File: config.mk
export PLATFORM = sky130hd
export DESIGN_NAME = calc_sequencer
export DESIGN_NICKNAME = d
export VERILOG_FILES = /design/src/rtl/calc_pkg.sv /design/src/rtl/calc_mem_bank.sv /design/src/rtl/calc_sequencer.sv
export SDC_FILE = /design/constraint.sdc
export NUM_CORES = 1
export LEC_CHECK = 0
export ABC_CLOCK_PERIOD_IN_PS = 4900
export BUFFER_PORTS_ARGS = -buffer_cell sky130_fd_sc_hd__buf_2
export CORE_MARGIN = 2
export CORE_UTILIZATION = 38
export DETAILED_ROUTE_END_ITERATION = 10
export SYNTH_ARGS = -nofsm -noshare
export SYNTH_HDL_FRONTEND = slang
export SYNTH_HIERARCHICAL = 1
export SYNTH_SLANG_ARGS = --single-unit
File: constraint.sdc
create_clock -name Clock -period 4.9 [get_ports Clock]
set_clock_uncertainty 0.15 [all_clocks]
set_input_delay 0.245 -clock Clock [delete_from_list [all_inputs] [get_ports Clock]]
set_output_delay 0.245 -clock Clock [all_outputs]
set_load 0.05 [all_outputs]
File: src/rtl/calc_pkg.sv
// Key codes, FSM state encoding and key classification helpers for the calculator sequencer.
package calc_pkg;

    localparam logic [3:0] KEY_CE   = 4'hA;
    localparam logic [3:0] KEY_SUB  = 4'hB;
    localparam logic [3:0] KEY_ADD  = 4'hC;
    localparam logic [3:0] KEY_EQ   = 4'hD;
    localparam logic [3:0] KEY_RCL  = 4'hE;
    localparam logic [3:0] KEY_SAVE = 4'hF;

    typedef enum logic [2:0] {
        ST_ENTER_A  = 3'd0,
        ST_ENTER_B  = 3'd1,
        ST_SHOW_RES = 3'd2,
        ST_SEL_SAVE = 3'd3,
        ST_SEL_RCL  = 3'd4
    } state_t;

    function automatic logic is_digit(input logic [3:0] k);
        return k <= 4'd9;
    endfunction

    function automatic logic is_operator(input logic [3:0] k);
        return (k == KEY_ADD) || (k == KEY_SUB);
    endfunction

endpackage

File: src/rtl/calc_mem_bank.sv
// Memory slot register file: sync write and sync clear, combinational read.
// Write lands on the clock edge; no flow control, out-of-range addresses are dropped / read as 0.
module calc_mem_bank #(
    parameter int WIDTH  = 8,
    parameter int SLOTS  = 4,
    parameter int SLOT_W = 2
) (
    input  logic              clk_i,
    input  logic              clr_i,
    input  logic              we_i,
    input  logic [SLOT_W-1:0] waddr_i,
    input  logic [WIDTH-1:0]  wdata_i,
    input  logic [SLOT_W-1:0] raddr_i,
    output logic [WIDTH-1:0]  rdata_o
);

    logic [WIDTH-1:0] mem_q [SLOTS];

    always_ff @(posedge clk_i) begin
        if (clr_i) begin
            for (int i = 0; i < SLOTS; i++) mem_q[i] <= '0;
        end else if (we_i && (int'(waddr_i) < SLOTS)) begin
            mem_q[waddr_i] <= wdata_i;
        end
    end

    assign rdata_o = (int'(raddr_i) < SLOTS) ? mem_q[raddr_i] : '0;

endmodule

File: src/rtl/calc_sequencer.sv
// Keypad-driven calculator: operand entry, add/sub with overflow, result chaining, slot save/recall.
// Registers update on the key-accept edge, ack/upd pulses one cycle later; a held key is taken once.
module calc_sequencer #(
    parameter int WIDTH      = 8,
    parameter int MAX_DIGITS = 2,
    parameter int MEM_SLOTS  = 4,
    parameter int SLOT_W     = $clog2(MEM_SLOTS)
) (
    input  logic              Clock,
    input  logic              clearIn,
    input  logic              key_valid,
    input  logic [3:0]        tecla,
    output logic              key_ack,
    output logic [WIDTH-1:0]  numberA,
    output logic [WIDTH-1:0]  numberB,
    output logic [WIDTH-1:0]  result,
    output logic              operation,
    output logic              overflow,
    output logic [2:0]        estate,
    output logic              updA,
    output logic              updB,
    output logic              updMem,
    output logic [SLOT_W-1:0] mem_slot
);
    import calc_pkg::*;

    localparam int CNT_W = $clog2(MAX_DIGITS + 1);

    logic              key_valid_q, accept;
    state_t            state_q, state_d, ret_q, ret_d;
    logic [WIDTH-1:0]  a_q, a_d, b_q, b_d, res_q, res_d;
    logic              op_q, op_d, ovf_q, ovf_d, fresh_q, fresh_d;
    logic [CNT_W-1:0]  cnt_q, cnt_d;
    logic [SLOT_W-1:0] slot_q, slot_d, slot_idx;
    logic              ack_q, upda_q, updb_q, updmem_q;

    logic [WIDTH-1:0]  cur_x, x_d, digit_x, alu_a, alu_bp, alu_sum, mem_wdata, mem_rdata;
    logic [WIDTH+3:0]  mac;
    logic              alu_ovf, slot_ok, mem_we;

    assign accept   = key_valid & ~key_valid_q;
    assign digit_x  = WIDTH'(tecla);
    assign slot_idx = tecla[SLOT_W-1:0];
    assign slot_ok  = int'(tecla) < MEM_SLOTS;
    assign cur_x    = (state_q == ST_ENTER_B) ? b_q : a_q;
    assign mac      = (WIDTH+4)'(cur_x) * (WIDTH+4)'(10) + (WIDTH+4)'(tecla);

    // In SHOW_RES a repeated EQUAL folds B into the previous result again.
    assign alu_a   = (state_q == ST_SHOW_RES) ? res_q : a_q;
    assign alu_bp  = op_q ? (~b_q + WIDTH'(1)) : b_q;
    assign alu_sum = alu_a + alu_bp;
    assign alu_ovf = (alu_a[WIDTH-1] == alu_bp[WIDTH-1]) && (alu_sum[WIDTH-1] != alu_a[WIDTH-1]);

    calc_mem_bank #(.WIDTH(WIDTH), .SLOTS(MEM_SLOTS), .SLOT_W(SLOT_W)) u_mem (
        .clk_i   (Clock),
        .clr_i   (clearIn),
        .we_i    (mem_we),
        .waddr_i (slot_idx),
        .wdata_i (mem_wdata),
        .raddr_i (slot_idx),
        .rdata_o (mem_rdata)
    );

    always_comb begin
        state_d   = state_q;
        ret_d     = ret_q;
        a_d       = a_q;
        b_d       = b_q;
        res_d     = res_q;
        op_d      = op_q;
        ovf_d     = ovf_q;
        cnt_d     = cnt_q;
        fresh_d   = fresh_q;
        slot_d    = slot_q;
        x_d       = cur_x;
        mem_we    = 1'b0;
        mem_wdata = (ret_q == ST_SHOW_RES) ? res_q : ((ret_q == ST_ENTER_B) ? b_q : a_q);
        if (accept) begin
            case (state_q)
                ST_ENTER_A, ST_ENTER_B: begin
                    if (is_digit(tecla)) begin
                        if (fresh_q) begin
                            x_d     = digit_x;
                            cnt_d   = CNT_W'(1);
                            fresh_d = 1'b0;
                        end else if (int'(cnt_q) < MAX_DIGITS) begin
                            x_d   = WIDTH'(mac);
                            cnt_d = cnt_q + CNT_W'(1);
                        end
                    end else if (tecla == KEY_CE) begin
                        x_d     = '0;
                        cnt_d   = '0;
                        fresh_d = 1'b1;
                    end else if (is_operator(tecla)) begin
                        op_d = (tecla == KEY_SUB);
                        if (state_q == ST_ENTER_A) begin
                            b_d     = '0;
                            fresh_d = 1'b1;
                            state_d = ST_ENTER_B;
                        end
                    end else if (tecla == KEY_EQ) begin
                        if (state_q == ST_ENTER_B) begin
                            res_d   = alu_sum;
                            ovf_d   = alu_ovf;
                            state_d = ST_SHOW_RES;
                        end
                    end else begin
                        ret_d   = state_q;
                        state_d = (tecla == KEY_SAVE) ? ST_SEL_SAVE : ST_SEL_RCL;
                    end
                    if (state_q == ST_ENTER_B) b_d = x_d;
                    else                       a_d = x_d;
                end
                ST_SHOW_RES: begin
                    if (is_digit(tecla)) begin
                        a_d     = digit_x;
                        b_d     = '0;
                        cnt_d   = CNT_W'(1);
                        fresh_d = 1'b0;
                        ovf_d   = 1'b0;
                        state_d = ST_ENTER_A;
                    end else if (is_operator(tecla)) begin
                        a_d     = res_q;
                        b_d     = '0;
                        op_d    = (tecla == KEY_SUB);
                        cnt_d   = '0;
                        fresh_d = 1'b1;
                        state_d = ST_ENTER_B;
                    end else if (tecla == KEY_EQ) begin
                        a_d   = res_q;
                        res_d = alu_sum;
                        ovf_d = alu_ovf;
                    end else if (tecla != KEY_CE) begin
                        ret_d   = state_q;
                        state_d = (tecla == KEY_SAVE) ? ST_SEL_SAVE : ST_SEL_RCL;
                    end
                end
                ST_SEL_SAVE: begin
                    state_d = ret_q;
                    if (slot_ok) begin
                        mem_we = 1'b1;
                        slot_d = slot_idx;
                    end
                end
                ST_SEL_RCL: begin
                    state_d = ret_q;
                    if (slot_ok) begin
                        slot_d  = slot_idx;
                        fresh_d = 1'b1;
                        cnt_d   = '0;
                        if (ret_q == ST_ENTER_B) b_d = mem_rdata;
                        else                     a_d = mem_rdata;
                        if (ret_q == ST_SHOW_RES) state_d = ST_ENTER_A;
                    end
                end
                default: state_d = ST_ENTER_A;
            endcase
        end
    end

    always_ff @(posedge Clock) begin
        key_valid_q <= key_valid;
        if (clearIn) begin
            state_q  <= ST_ENTER_A;
            ret_q    <= ST_ENTER_A;
            a_q      <= '0;
            b_q      <= '0;
            res_q    <= '0;
            op_q     <= 1'b0;
            ovf_q    <= 1'b0;
            cnt_q    <= '0;
            fresh_q  <= 1'b1;
            slot_q   <= '0;
            ack_q    <= 1'b0;
            upda_q   <= 1'b0;
            updb_q   <= 1'b0;
            updmem_q <= 1'b0;
        end else begin
            state_q  <= state_d;
            ret_q    <= ret_d;
            a_q      <= a_d;
            b_q      <= b_d;
            res_q    <= res_d;
            op_q     <= op_d;
            ovf_q    <= ovf_d;
            cnt_q    <= cnt_d;
            fresh_q  <= fresh_d;
            slot_q   <= slot_d;
            ack_q    <= accept;
            upda_q   <= accept && (a_d != a_q);
            updb_q   <= accept && (b_d != b_q);
            updmem_q <= mem_we;
        end
    end

    assign key_ack   = ack_q;
    assign numberA   = a_q;
    assign numberB   = b_q;
    assign result    = res_q;
    assign operation = op_q;
    assign overflow  = ovf_q;
    assign estate    = state_q;
    assign updA      = upda_q;
    assign updB      = updb_q;
    assign updMem    = updmem_q;
    assign mem_slot  = slot_q;

endmodule
Word-level counts from Yosys, hierarchy flattened
Memory sizes are Yosys's and may differ from the RTL's.
Cells that the tools add are included.

cells by class
  multipliers = 1
  multiplexer cells = 101
  add/subtract/negate cells = 4
  bitwise gates (word level) = 3
  reductions and logical operators = 18
  equality and inequality tests = 39
  magnitude comparators = 3

operator list
  operator                                                                count
  8-bit two-way mux                                                       35
  3-bit two-way mux                                                       21
  8-bit case mux with 3 select lines                                      2
  1-bit two-way mux                                                       28
  4-bit != test (second input constant)                                   6
  4-bit equality test (second input constant)                             5
  2-bit != test (second input constant)                                   10
  10-bit AND reduction                                                    2
  2-bit two-way mux                                                       8
  8-bit != test                                                           2
  8-bit case mux with 2 select lines                                      1
  3-bit case mux with 4 select lines                                      1
  6-bit AND reduction                                                     2
  3-bit by 2-bit equality test with 1-bit output (second input constant)  3
  3-bit != test (second input constant)                                   3
  9-bit AND reduction                                                     1
  8-bit by 1-bit adder with 8-bit output (second input constant)          1
  8-bit by 4-bit adder with 8-bit output                                  1
  8-bit adder                                                             1
  8-bit by 3-bit multiplier with 7-bit output (second input constant)     1
  8-bit inverter                                                          1
  8-bit OR reduction                                                      1
  7-bit AND reduction                                                     1
  3-bit by 1-bit equality test with 1-bit output (second input constant)  2
  24 further kinds                                                        30

word-level totals
  memories = 1
  word-level logic and storage cells = 185
  register bits after elaboration = 42
  output and inout port bits = 35
  bits in writable memories = 32

memory list
  memory       words  bits a word  rd ports  clocked after memory_dff  wr ports  line                 source
  u_mem.mem_q  4      8            1         0                         4         calc_mem_bank.sv:17  logic [WIDTH-1:0] mem_q [SLOTS];

Logic depth before layout (Yosys ltp)
Gate-level depths: netlist of the first run.

  word-level depth = 12
  mapped depth = 19

By module
The synthesis of the first run kept the hierarchy.

by module, submodules not included
  module          cells each  times used  area an instance (um2)
  calc_sequencer  600         1           4,275.4
  calc_mem_bank   84          1           1,475.2

Worst setup path before layout of the first run
OpenSTA, ideal clock, no wires.

  path type = reg2reg
  from = reg state_q[0], in the netlist estate[0]
  to = reg updb_q, in the netlist updB
  stages on the path, launching flop included = 18
  path slack = 0.576 ns
  arrival = 4.045 ns
  required time = 4.621 ns
  path through = dfxtp_1 -> or3b_4 -> buf_6 -> clkbuf_1 -> o21ai_0 -> inv_1 -> xnor2_1 -> ha_1 -> inv_1 -> fa_1 -> nor2b_1 -> nand3_1 -> xnor2_1 -> nor2b_1 -> a221oi_1 -> o221ai_1 -> o31ai_1 -> a31oi_1

between the ends
  cells in the longest elaborated chain, start to end = 12
  elaborated cells on any way between the ends = 21
  classes of those cells = add/sub (1); mul (1); eq/ne (4); mux (12); reduce/logical (3)

RTL lines
  element                                         line                                                               source
  from (decl)                                     calc_sequencer.sv:30                                               state_t state_q, state_d, ret_q, ret_d;
  from (signal assigned)                          calc_sequencer.sv:179                                              state_q <= state_d;
  3-bit by 1-bit equality test with 1-bit output  calc_sequencer.sv:45, calc_sequencer.sv:79, calc_sequencer.sv:111
  8-bit two-way mux                               calc_sequencer.sv:45                                               assign cur_x = (state_q == ST_ENTER_B) ? b_q : a_q;
  8-bit by 3-bit multiplier with 7-bit output     calc_sequencer.sv:46                                               assign mac = (WIDTH+4)'(cur_x) * (WIDTH+4)'(10) + (WIDTH+4)'(tecla);
  8-bit by 4-bit adder with 8-bit output          calc_sequencer.sv:46
  8-bit two-way mux                               calc_sequencer.sv:86                                               end else if (int'(cnt_q) < MAX_DIGITS) begin
  8-bit two-way mux                               calc_sequencer.sv:82                                               if (fresh_q) begin
  8-bit two-way mux                               calc_sequencer.sv:81                                               if (is_digit(tecla)) begin
  8-bit two-way mux                               calc_sequencer.sv:111                                              if (state_q == ST_ENTER_B) b_d = x_d;
  8-bit case mux with 3 select lines *            calc_sequencer.sv:79                                               case (state_q)
  8-bit two-way mux *                             calc_sequencer.sv:78                                               if (accept) begin
  8-bit != test *                                 calc_sequencer.sv:191                                              updb_q <= accept && (b_d != b_q);
  1-bit logical AND *                             calc_sequencer.sv:191
  to (signal assigned)                            calc_sequencer.sv:191
  to (decl)                                       calc_sequencer.sv:35                                               logic ack_q, upda_q, updb_q, updmem_q;

Every way passes the cells marked *; elsewhere a longest branch is shown, timed or not.
A chain may end at the register's enable or synchronous reset.

Worst setup path in the final report of the first run
  from = reg state_q[2], in the netlist estate[2]
  to = reg updb_q, in the netlist updB

Same word-level chain as after synthesis.

==> results of run 1 <==
## synth_stat cells, types with 10 or more instances
master	n	share of area, %
mux2i_1	21	3.7
inv_1	22	1.4
nand2_1	79	5.2
nor2_1	51	3.3
o21ai_0	44	3.8
nor2b_1	14	1.5
edfxtp_1	32	17
a21oi_1	44	3.8
dfxtp_1	42	15
clkbuf_1	30	2.0
a31oi_1	10	1.1
ha_1	17	3.7
nor3_1	12	1.0
nand3_1	12	1.0
and2_1	34	3.7
a22oi_1	11	1.4
o21a_1	12	1.6
xnor2_1	16	2.4
## placed cells by master (no fill, tap or decap), types with 17 or more instances in the layout
cell type,count
a21oi_1,44
and2_1,34
buf_2,41
dfxtp_1,42
edfxtp_1,32
ha_1,17
inv_1,22
mux2i_1,21
nand2_1,79
nor2_1,51
o21ai_0,44
## flip-flops by register name (all words and copies together) (netlist names)
register and cells:
u_mem/mem_q 32, numberA 8, numberB 8, result 8
estate 3, ret_q 3, cnt_q 2, mem_slot 2
fresh_q 1, key_ack 1, key_valid_q 1, operation 1
overflow 1, updA 1, updB 1, updMem 1
## power by group through the flow
stage / sequential (uW) / clock, uW / combinational [uW]
after floorplan: 713 / 0 / 195
after global placement: 696 / 0 / 292
after detailed placement: 696 / 0 / 297
after CTS: 683 / 699 / 299
after global routing: 685 / 724 / 326
final: 684 / 682 / 303
## timing repair
action / in CTS / in global routing
hold buffers: 1 / 0
hold endpoints to repair: 1 / 0
setup endpoints to repair: 0 / 0
setup buffers: 0 / 0
## tightest hold or removal path, cell delays in order (launching register included)
cell and delay (ns):
dfxtp_1 0.33, a32oi_1 0.06, nor2_1 0.07
## metal layers
layer	track usage (%)	part of all wire, %
met1	31.5	42
met4	9.57	3.4
met2	38.2	46
met3	4.61	7.9
met5	0	0
## path summary, 6_finish.rpt
check	slack, ns	start	cells past startpoint	end
worst max-delay path	0.70	estate[2]	15	updB
worst min-delay path	0.34	overflow	2	overflow
worst max register to register	0.70	estate[2]	15	updB
worst min register to register	0.34	overflow	2	overflow
## final cells by class
cell class	count	area (um2)
tap	184	230
timing repair buffer	54	305
clock buffer	9	225
fill	1471	8280
sequential	74	1800
multi-input combinational	540	3640
clock inverter	7	77.6
inverter	22	82.6
## cells by family after synthesis
group | synth area share [%]
and+or+nand+nor | 24.7
muxes | 8.03
AOI/OAI and AO/OA | 23.0
xor gates and xnor gates | 2.89
buffers and inverters | 5.31
adders and majority gates | 4.74
DFF | 31.3
## through the flow
| stage | utilization (%) | instance area (um2) | instances | setup WS [ns] |
|---|---|---|---|---|
| 2_1_floorplan | - | 5750 | 684 | 0.576 |
| 6_report | 43.5 | 6370 | 890 | 0.700 |
| 3_5_place_dp | 41.3 | 6050 | 873 | 0.788 |
| 5_1_grt | 43.5 | 6370 | 890 | 0.438 |
| 3_3_place_gp | 41.3 | 6050 | 873 | 0.957 |
| 4_1_cts | 43.5 | 6370 | 890 | 0.756 |
==> impl_metrics.py, run 1 <==
metrics = {
    "run_status": {
        "status": "completed",
    },
    "floorplan": {
        "die-area_mm2": 0.0161,
        "die_w_um": 127,
        "die_h_um": 127,
        "rows": 44,
        "ios": 42,
        "start_util_pct": 39.3,
        "fp.coreArea_mm2": 0.0146,
    },
    "setup_path": {
        "worstPathCellList": "or3b_4 -> o21ai_0 -> inv_1 -> xnor2_1 -> ha_1 -> inv_1 -> fa_1 -> nor2b_1 -> nand3_1 -> xnor2_1 -> nor2b_1 -> a221oi_1 -> o221ai_1 -> o31ai_1 -> a31oi_1",
        "cp_data_required_time_ns": 4.97,
        "critPathMaxFanout": 21,
        "max_stage_delay_ns": 0.53,
        "path_class": "reg -> reg",
        "path_buf_inv": 2,
        "cp-start-kind": "register",
        "worst-endpoint-arrival_ns": 4.27,
        "worst_path_max_delay_cell": "or3b_4",
        "end_kind": "register",
        "path_delay_family": "compound AO/OA/AOI/OAI gates",
    },
    "drt": {
        "num_vias": 5503,
        "drt_first_pass_iters": 7,
        "drc": 0,
        "postRouteWirelength_um": 18900,
        "via_per_inst": 6.18,
        "drt_iter0_drc": 536,
        "drtAntennaViolNets": 0,
        "wire_per_inst_um": 21.3,
    },
    "power_and_ir_drop": {
        "power.leakage_uw": 0.00249,
        "internal_power_uw": 1160,
        "peakVddDrop_mv": 0.170,
        "total_power_uw": 1670,
        "comb_power_share_pct": 18.2,
        "netSwitchingPower_uw": 512,
        "power.clock.fraction_pct": 40.9,
        "sw_frac_of_total_pct": 30.7,
        "seqPwrFrac_pct": 41.0,
        "p_per_area_mw_per_mm2": 262,
    },
    "clocking": {
        "htree_levels": 3,
        "cts_tree": "yes",
        "clock_latency_ns": 0.35,
        "ctsResizeCount": 0,
        "path_clk_slew_ns": 0.07,
        "ctsRootBufferMaster": "clkbuf_16",
        "cts_sinks": 74,
        "cts_buffer_depth": 2,
        "cts_buffers": 9,
    },
    "yosys": {
        "synth_cell_types": 78,
        "synthCells": 684,
        "ys_seq_area_share_pct": 31.3,
        "yosys_warnings": 6,
        "postSynthAreaPerCell_um2": 8.41,
        "synthesis.area_mm2": 0.00575,
        "syn_nets": 711,
        "async_flop_share_pct": 0,
        "synth-edff-count": 32,
        "ys.flop_type": "dfxtp_1",
        "ys_ff_latch": 74,
    },
    "global_route": {
        "grt_pass1_wl_um": 29400,
        "grt-ovfl-total": 0,
        "grt_pass1_vias": 5100,
        "antenna_found_initial": 0,
        "grt_usage_pct": 23.7,
        "grt_start_max_net_pins": 44,
    },
    "timing": {
        "slew_viol_final": 0,
        "setup_viol": 0,
        "whs_ns": 0.339,
        "rsz0062_at_grt": "false",
        "timing.final.crit_share_pct": 85.7,
        "fmax_mhz": 238,
        "fin_tns_setup_ns": 0,
        "hold_viol_final": 0,
        "period_needed_ns": 4.20,
        "tightest_slew_ns": 0.965,
        "slew_headroom_pct": 35.7,
    },
    "place": {
        "io_buffers": 41,
        "globalplace.congestion": 0.946,
        "dpl.hpwl_um": 13700,
    },
    "finish": {
        "antenna_cells": 0,
        "drive_gt1_share_pct": 15.0,
        "area_delta_synth_final_pct": 10.7,
        "fin_nets": 728,
    },
    "flow_run": {
        "drv_cap": 0,
    },
    "worst_hold_path": {
        "hp-class": "reg -> reg",
    },
}
Power figures use the tool's default switching activity.
==> inputs of run 2 (changes only) <==
Settings changed: CORE_UTILIZATION 38 to 55, PLACE_DENSITY set to 0.74, SLEW_MARGIN set to 20.
==> impl_metrics.py, run 2 (same netlist as run 1, synthesis figures left out) <==
metrics = {
    "run_status": {
        "status": "completed",
    },
    "drt": {
        "drt_first_pass_iters": 6,
        "drt_iter0_drc": 700,
        "drtAntennaViolNets": 0,
        "num_vias": 5554,
        "drc": 0,
        "wire_per_inst_um": 22.4,
        "via_per_inst": 6.60,
        "postRouteWirelength_um": 18800,
    },
    "place": {
        "globalplace.congestion": 0.962,
        "dpl.hpwl_um": 13700,
        "io_buffers": 41,
    },
    "clocking": {
        "path_clk_slew_ns": 0.09,
        "cts_buffer_depth": 2,
        "ctsRootBufferMaster": "clkbuf_8",
        "cts_tree": "yes",
        "clock_latency_ns": 0.37,
        "post_cts.repair.setup_buffers": 0,
        "htree_levels": 3,
        "cts_buffers": 9,
        "cts_sinks": 74,
    },
    "setup_path": {
        "worst_path_max_delay_cell": "or3b_4",
        "path_delay_family": "compound AO/OA/AOI/OAI gates",
        "r2r_cells": 15,
        "cp-start-kind": "register",
        "end_kind": "register",
        "worst-endpoint-arrival_ns": 4.32,
        "path_buf_inv": 2,
        "path_class": "reg -> reg",
        "cp_data_required_time_ns": 5.00,
        "path_depth": 15,
        "worstPathCellList": "or3b_4 -> o21ai_0 -> inv_1 -> xnor2_1 -> ha_1 -> inv_1 -> fa_1 -> nor2b_1 -> nand3_1 -> xnor2_1 -> nor2b_1 -> a221oi_1 -> o221ai_1 -> o31ai_1 -> a31oi_1",
        "critPathMaxFanout": 21,
        "max_stage_delay_ns": 0.53,
    },
    "worst_hold_path": {
        "hold-path-cell-count": 2,
        "hp-class": "reg -> reg",
    },
    "flow_run": {
        "drv_cap": 0,
    },
    "global_route": {
        "grt_pass1_vias": 5299,
        "grt_usage_pct": 34.5,
        "grt-ovfl-total": 0,
        "antenna_found_initial": 0,
        "grt_start_max_net_pins": 44,
        "grt_pass1_wl_um": 29900,
    },
    "finish": {
        "drive_gt1_share_pct": 14.9,
        "utilization_pct": 60.3,
        "fillers": 923,
        "antenna_cells": 0,
        "top_register": "u_mem/mem_q",
        "layout_common_cells": "nand2_1, nor2_1, o21ai_0, a21oi_1, dfxtp_1",
        "layout_commonest_cell": "nand2_1",
        "area_delta_synth_final_pct": 7.33,
        "fin_nets": 728,
        "largest_reg_flops": 32,
    },
    "floorplan": {
        "rows": 37,
        "ios": 42,
        "start_util_pct": 56.2,
        "die_w_um": 106,
        "die-area_mm2": 0.0113,
        "fp.coreArea_mm2": 0.0102,
        "die_h_um": 106,
    },
    "timing": {
        "period_needed_ns": 4.22,
        "hold_viol_final": 0,
        "slew_headroom_pct": 37.2,
        "setup_viol": 0,
        "fin_tns_setup_ns": 0,
        "timing.final.crit_share_pct": 86.0,
        "fmax_mhz": 237,
        "rsz0062_at_grt": "false",
        "slew_viol_final": 0,
        "tightest_slew_ns": 0.942,
    },
    "power_and_ir_drop": {
        "p_per_area_mw_per_mm2": 231,
        "power.leakage_uw": 0.00244,
        "peakVddDrop_mv": 0.166,
    },
}
[run 2: what timing repair did]
item | CTS | global route
hold endpoints to repair | 1 | 0
endpoints found under the setup margin | 0 | 0
hold buffers | 1 | 0
resized for setup | 0 | 0
[run 2: layout make-up]
type                       instances  area (um2)  share of cell area [%]
clock buffer                       9         124                    2.01
timing repair buffer              54         305                    4.95
clock inverter                     7        45.0                   0.730
multi-input combinational        540        3640                    59.0
inverter                          22        82.6                    1.34
sequential                        74        1800                    29.2
tap                              136         170                    2.76
[run 2: worst register-to-register path, stage by stage (launching register included)]
cell	delay, ns
dfxtp_1	0.32
or3b_4	0.53
o21ai_0	0.39
inv_1	0.16
xnor2_1	0.21
ha_1	0.20
inv_1	0.06
fa_1	0.48
nor2b_1	0.19
nand3_1	0.11
xnor2_1	0.16
nor2b_1	0.10
a221oi_1	0.48
o221ai_1	0.18
o31ai_1	0.28
a31oi_1	0.11
[run 2: worst paths after layout]
| check | start | endpoint | slack (ns) |
|---|---|---|---|
| worst min register to register | mem_slot[0] | mem_slot[0] | 0.35 |
| worst max register to register | estate[2] | updB | 0.68 |
| worst min-delay path | mem_slot[0] | mem_slot[0] | 0.35 |
| worst max-delay path | estate[2] | updB | 0.68 |
[run 2: through the flow]
step	std cells	instance area [um2]	hold slack [ns]	setup slack [ns]	total power, uW
after floorplan	684	5750	0.123	0.576	908
after global placement	825	5990	0.220	0.980	985
after detailed placement	825	5990	0.227	0.775	992
after CTS	842	6170	0.347	0.765	1420
after global routing	842	6170	0.388	0.448	1480
final	842	6170	0.354	0.684	1420
[run 2: report_power, final]
part           switching (uW)  internal [uW]  leakage [uW]  total (uW)
registers                22.3            660      0.000672         682
logic                     204            100       0.00168         305
clock network             255            182     0.0000791         437
[run 2: routing by layer]
layer | vias up | wire length [um] | global-route usage, %
met5 | - | 0 | 0
met4 | 0 | 731 | 16.3
met3 | 57 | 1420 | 5.21
met2 | 286 | 8780 | 54.9
met1 | 2668 | 7920 | 46.3
li1 | 2543 | - | -
==> inputs of run 3 (changes only) <==
--- a/config.mk
+++ b/config.mk
@@ -7,2 +7,3 @@
 export LEC_CHECK = 0
+export ABC_AREA = 1
 export ABC_CLOCK_PERIOD_IN_PS = 4900
@@ -12,3 +13,3 @@
 export DETAILED_ROUTE_END_ITERATION = 10
-export PLACE_DENSITY = 0.74
+export PLACE_DENSITY = 0.72
 export SLEW_MARGIN = 20
--- a/constraint.sdc
+++ b/constraint.sdc
@@ -4,2 +4,2 @@
 set_output_delay 0.245 -clock Clock [all_outputs]
-set_load 0.05 [all_outputs]
+set_load 0.1 [all_outputs]
==> impl_metrics.py, run 3 <==
metrics = {
    "run_status": {
        "status": "completed",
    },
    "finish": {
        "layout_common_cells": "nand2_1, inv_1, nand3_1",
        "area_delta_synth_final_pct": 8.00,
        "antenna_cells": 0,
        "multi_input_area_mm2": 0.00338,
        "ff_latch_area_mm2": 0.00180,
        "drive_gt1_share_pct": 10.9,
        "fillers": 998,
        "top_register": "u_mem/mem_q",
        "fin_nets": 960,
        "layout_commonest_cell": "nand2_1",
        "largest_reg_flops": 32,
        "utilization_pct": 61.2,
    },
    "setup_path": {
        "r2r_cells": 23,
        "worst-endpoint-arrival_ns": 4.41,
        "max_stage_delay_ns": 0.45,
        "cp_data_required_time_ns": 5.03,
        "worstReg2RegEnd": "updA",
        "end_kind": "register",
        "worstPathCellList": "nor2_4 -> nand2_2 -> o21ai_1 -> nand2_1 -> inv_1 -> nor2_1 -> ha_1 -> inv_1 -> fa_1 -> nor2_1 -> nand4_1 -> nand3_1 -> nand3_1 -> nand2_1 -> nand2_1 -> nand3_1 -> nand2_1 -> nand3_1 -> nand3b_1 -> nor2_1 -> nand3_1 -> nand2_1 -> inv_1",
        "r2r_setup_slack_ns": 0.62,
        "path_class": "reg -> reg",
        "critPathMaxFanout": 26,
        "r2r-start": "estate[2]",
        "cp-start-kind": "register",
        "worst_path_max_delay_cell": "o21ai_1",
    },
    "drt": {
        "drt_iter0_drc": 634,
        "drc": 0,
        "drtAntennaViolNets": 0,
        "num_vias": 6195,
        "drt_first_pass_iters": 6,
        "wire_per_inst_um": 17.7,
        "via_per_inst": 5.77,
        "postRouteWirelength_um": 19100,
    },
    "timing": {
        "hold_viol_final": 0,
        "fin_tns_setup_ns": 0,
        "fmax_mhz": 234,
        "rsz0062_at_grt": "false",
        "timing.final.crit_share_pct": 87.4,
        "slew_headroom_pct": 34.6,
        "tightest_slew_ns": 0.979,
        "period_needed_ns": 4.28,
        "setup_viol": 0,
        "slew_viol_final": 0,
    },
    "place": {
        "io_buffers": 41,
        "globalplace.congestion": 1.03,
        "dpl.hpwl_um": 14500,
    },
    "worst_hold_path": {
        "worstHoldStart": "clearIn",
        "hp-class": "in -> reg",
        "min_to": "numberB[1]",
        "hold-path-cell-count": 2,
    },
    "clocking": {
        "path_clk_slew_ns": 0.09,
        "clock_latency_ns": 0.37,
        "cts_buffers": 9,
        "htree_levels": 3,
        "ctsRootBufferMaster": "clkbuf_8",
        "cts_sinks": 74,
        "post_cts.repair.setup_buffers": 0,
        "cts_buffer_depth": 2,
        "ctsResizeCount": 0,
        "cts_tree": "yes",
    },
    "yosys": {
        "synth_cell_types": 49,
        "ys.flop_type": "dfxtp_1",
        "synthTopCellsByCount": "nand2_1, inv_1, nand3_1, nor2_1, o21ai_0",
        "synth_area_leaders": "edfxtp_1, nand2_1, dfxtp_1",
        "postSynthAreaPerCell_um2": 6.51,
        "ys_ff_latch": 74,
        "ys_seq_area_share_pct": 30.6,
        "syn_nets": 931,
        "async_flop_share_pct": 0,
        "synth_area_leader_cell": "edfxtp_1",
        "synthesis.area_mm2": 0.00588,
        "synth-edff-count": 32,
        "yosys_warnings": 6,
        "synth_top_area_share_pct": 16.3,
        "synth_most_common_cell": "nand2_1",
        "synthCells": 904,
    },
    "power_and_ir_drop": {
        "seqPwrFrac_pct": 42.3,
        "sw_frac_of_total_pct": 36.1,
        "power.clock.fraction_pct": 32.9,
        "peakVddDrop_mv": 0.201,
        "comb_power_share_pct": 24.8,
        "netSwitchingPower_uw": 587,
        "internal_power_uw": 1040,
        "p_per_area_mw_per_mm2": 256,
        "power.leakage_uw": 0.00305,
    },
    "global_route": {
        "grtUsageMet2_pct": 55.1,
        "grt_pass1_wl_um": 29400,
        "grt_start_max_net_pins": 35,
        "grt-ovfl-total": 0,
        "use_met3_pct": 6.36,
        "met1_usage_pct": 43.8,
        "busiest_layer": "met2",
        "antenna_found_initial": 0,
        "grt_usage_pct": 33.7,
        "grt_pass1_vias": 5539,
    },
    "floorplan": {
        "die-area_mm2": 0.0115,
        "die_w_um": 107,
        "fp.coreArea_mm2": 0.0104,
        "rows": 37,
        "die_h_um": 107,
        "ios": 42,
        "start_util_pct": 56.7,
    },
    "flow_run": {
        "drv_cap": 0,
    },
}
run 3: cell count changes after synthesis, moves of 9 or more:
cell      delta
a22oi_1      -9
and2_1      -34
clkbuf_1    -21
inv_1      +108
inv_2       +10
mux2i_1     -21
nand2_1    +157
nand3_1     +85
nor2_1      +40
nor2b_1     -14
o21a_1      -11
o21ai_0     +17
xnor2_1     -13
run 3: kinds of logic after synthesis:
family | Yosys count | share of synthesized area (%)
buffers and inverters | 170 | 11.9
adder cells (fa/ha/maj) | 20 | 4.64
AO/OA/AOI/OAI | 141 | 13.4
AND/OR/NAND/NOR | 485 | 37.3
flip-flops | 74 | 30.6
XOR/XNOR | 14 | 2.09
run 3: what timing repair did:
action,4_1_cts,5_1_grt
endpoints found under the setup margin,0,0
endpoints found under the hold margin,1,0
hold buffers,1,0
run 3: per-layer routing:
metal | up-vias | wire length [um]
met5 | - | 0
met4 | 0 | 619
met3 | 59 | 1680
met1 | 2810 | 7900
met2 | 332 | 8860
li1 | 2994 | -
run 3: cell type report:
type                    instances  share of cell area, %
well taps                     136                   2.68
clock inverters                 5                  0.906
inverters                     144                   8.65
clock buffers                  11                   2.56
repair buffers                 44                   3.62
flip-flops and latches         74                   28.4
multi-input cells             660                   53.2
run 3: power groups by stage:
stage / combinational [uW] / clock (uW) / sequential [uW]
after floorplan: 227 / 0 / 768
after global placement: 386 / 0 / 700
after detailed placement: 391 / 0 / 700
after CTS: 393 / 536 / 687
after global routing: 433 / 572 / 690
final: 403 / 535 / 688
run 3: worst max-delay path by stage:
stage,startpoint,to,depth (start not counted),slack [ns]
after floorplan,estate[2],updA,25,1.02
after global placement,estate[2],updB,23,1.10
after detailed placement,estate[2],updA,23,0.85
after CTS,estate[2],updA,23,0.82
after global routing,estate[2],updA,23,0.38
final,estate[2],updA,23,0.62
run 3: stage by stage:
stage          hold WS (ns)  worst slack (ns)  total power (uW)  std cells  instance area (um2)
2_1_floorplan         0.123              1.02               995        904                 5880
3_5_place_dp          0.212             0.853              1090       1057                 6120
4_1_cts               0.223             0.815              1620       1074                 6350
6_report              0.230             0.620              1630       1074                 6350
3_3_place_gp          0.211              1.10              1090       1057                 6120
5_1_grt               0.251             0.381              1700       1074                 6350
run 3: worst max-delay path: cells and delay by family (launching register included):
kind,cells,cell delay [ns]
and+or+nand+nor,17,2.25
buffers and inverters,3,0.23
adders and majority gates,2,0.66
DFF,1,0.44
AOI/OAI and AO/OA,1,0.45
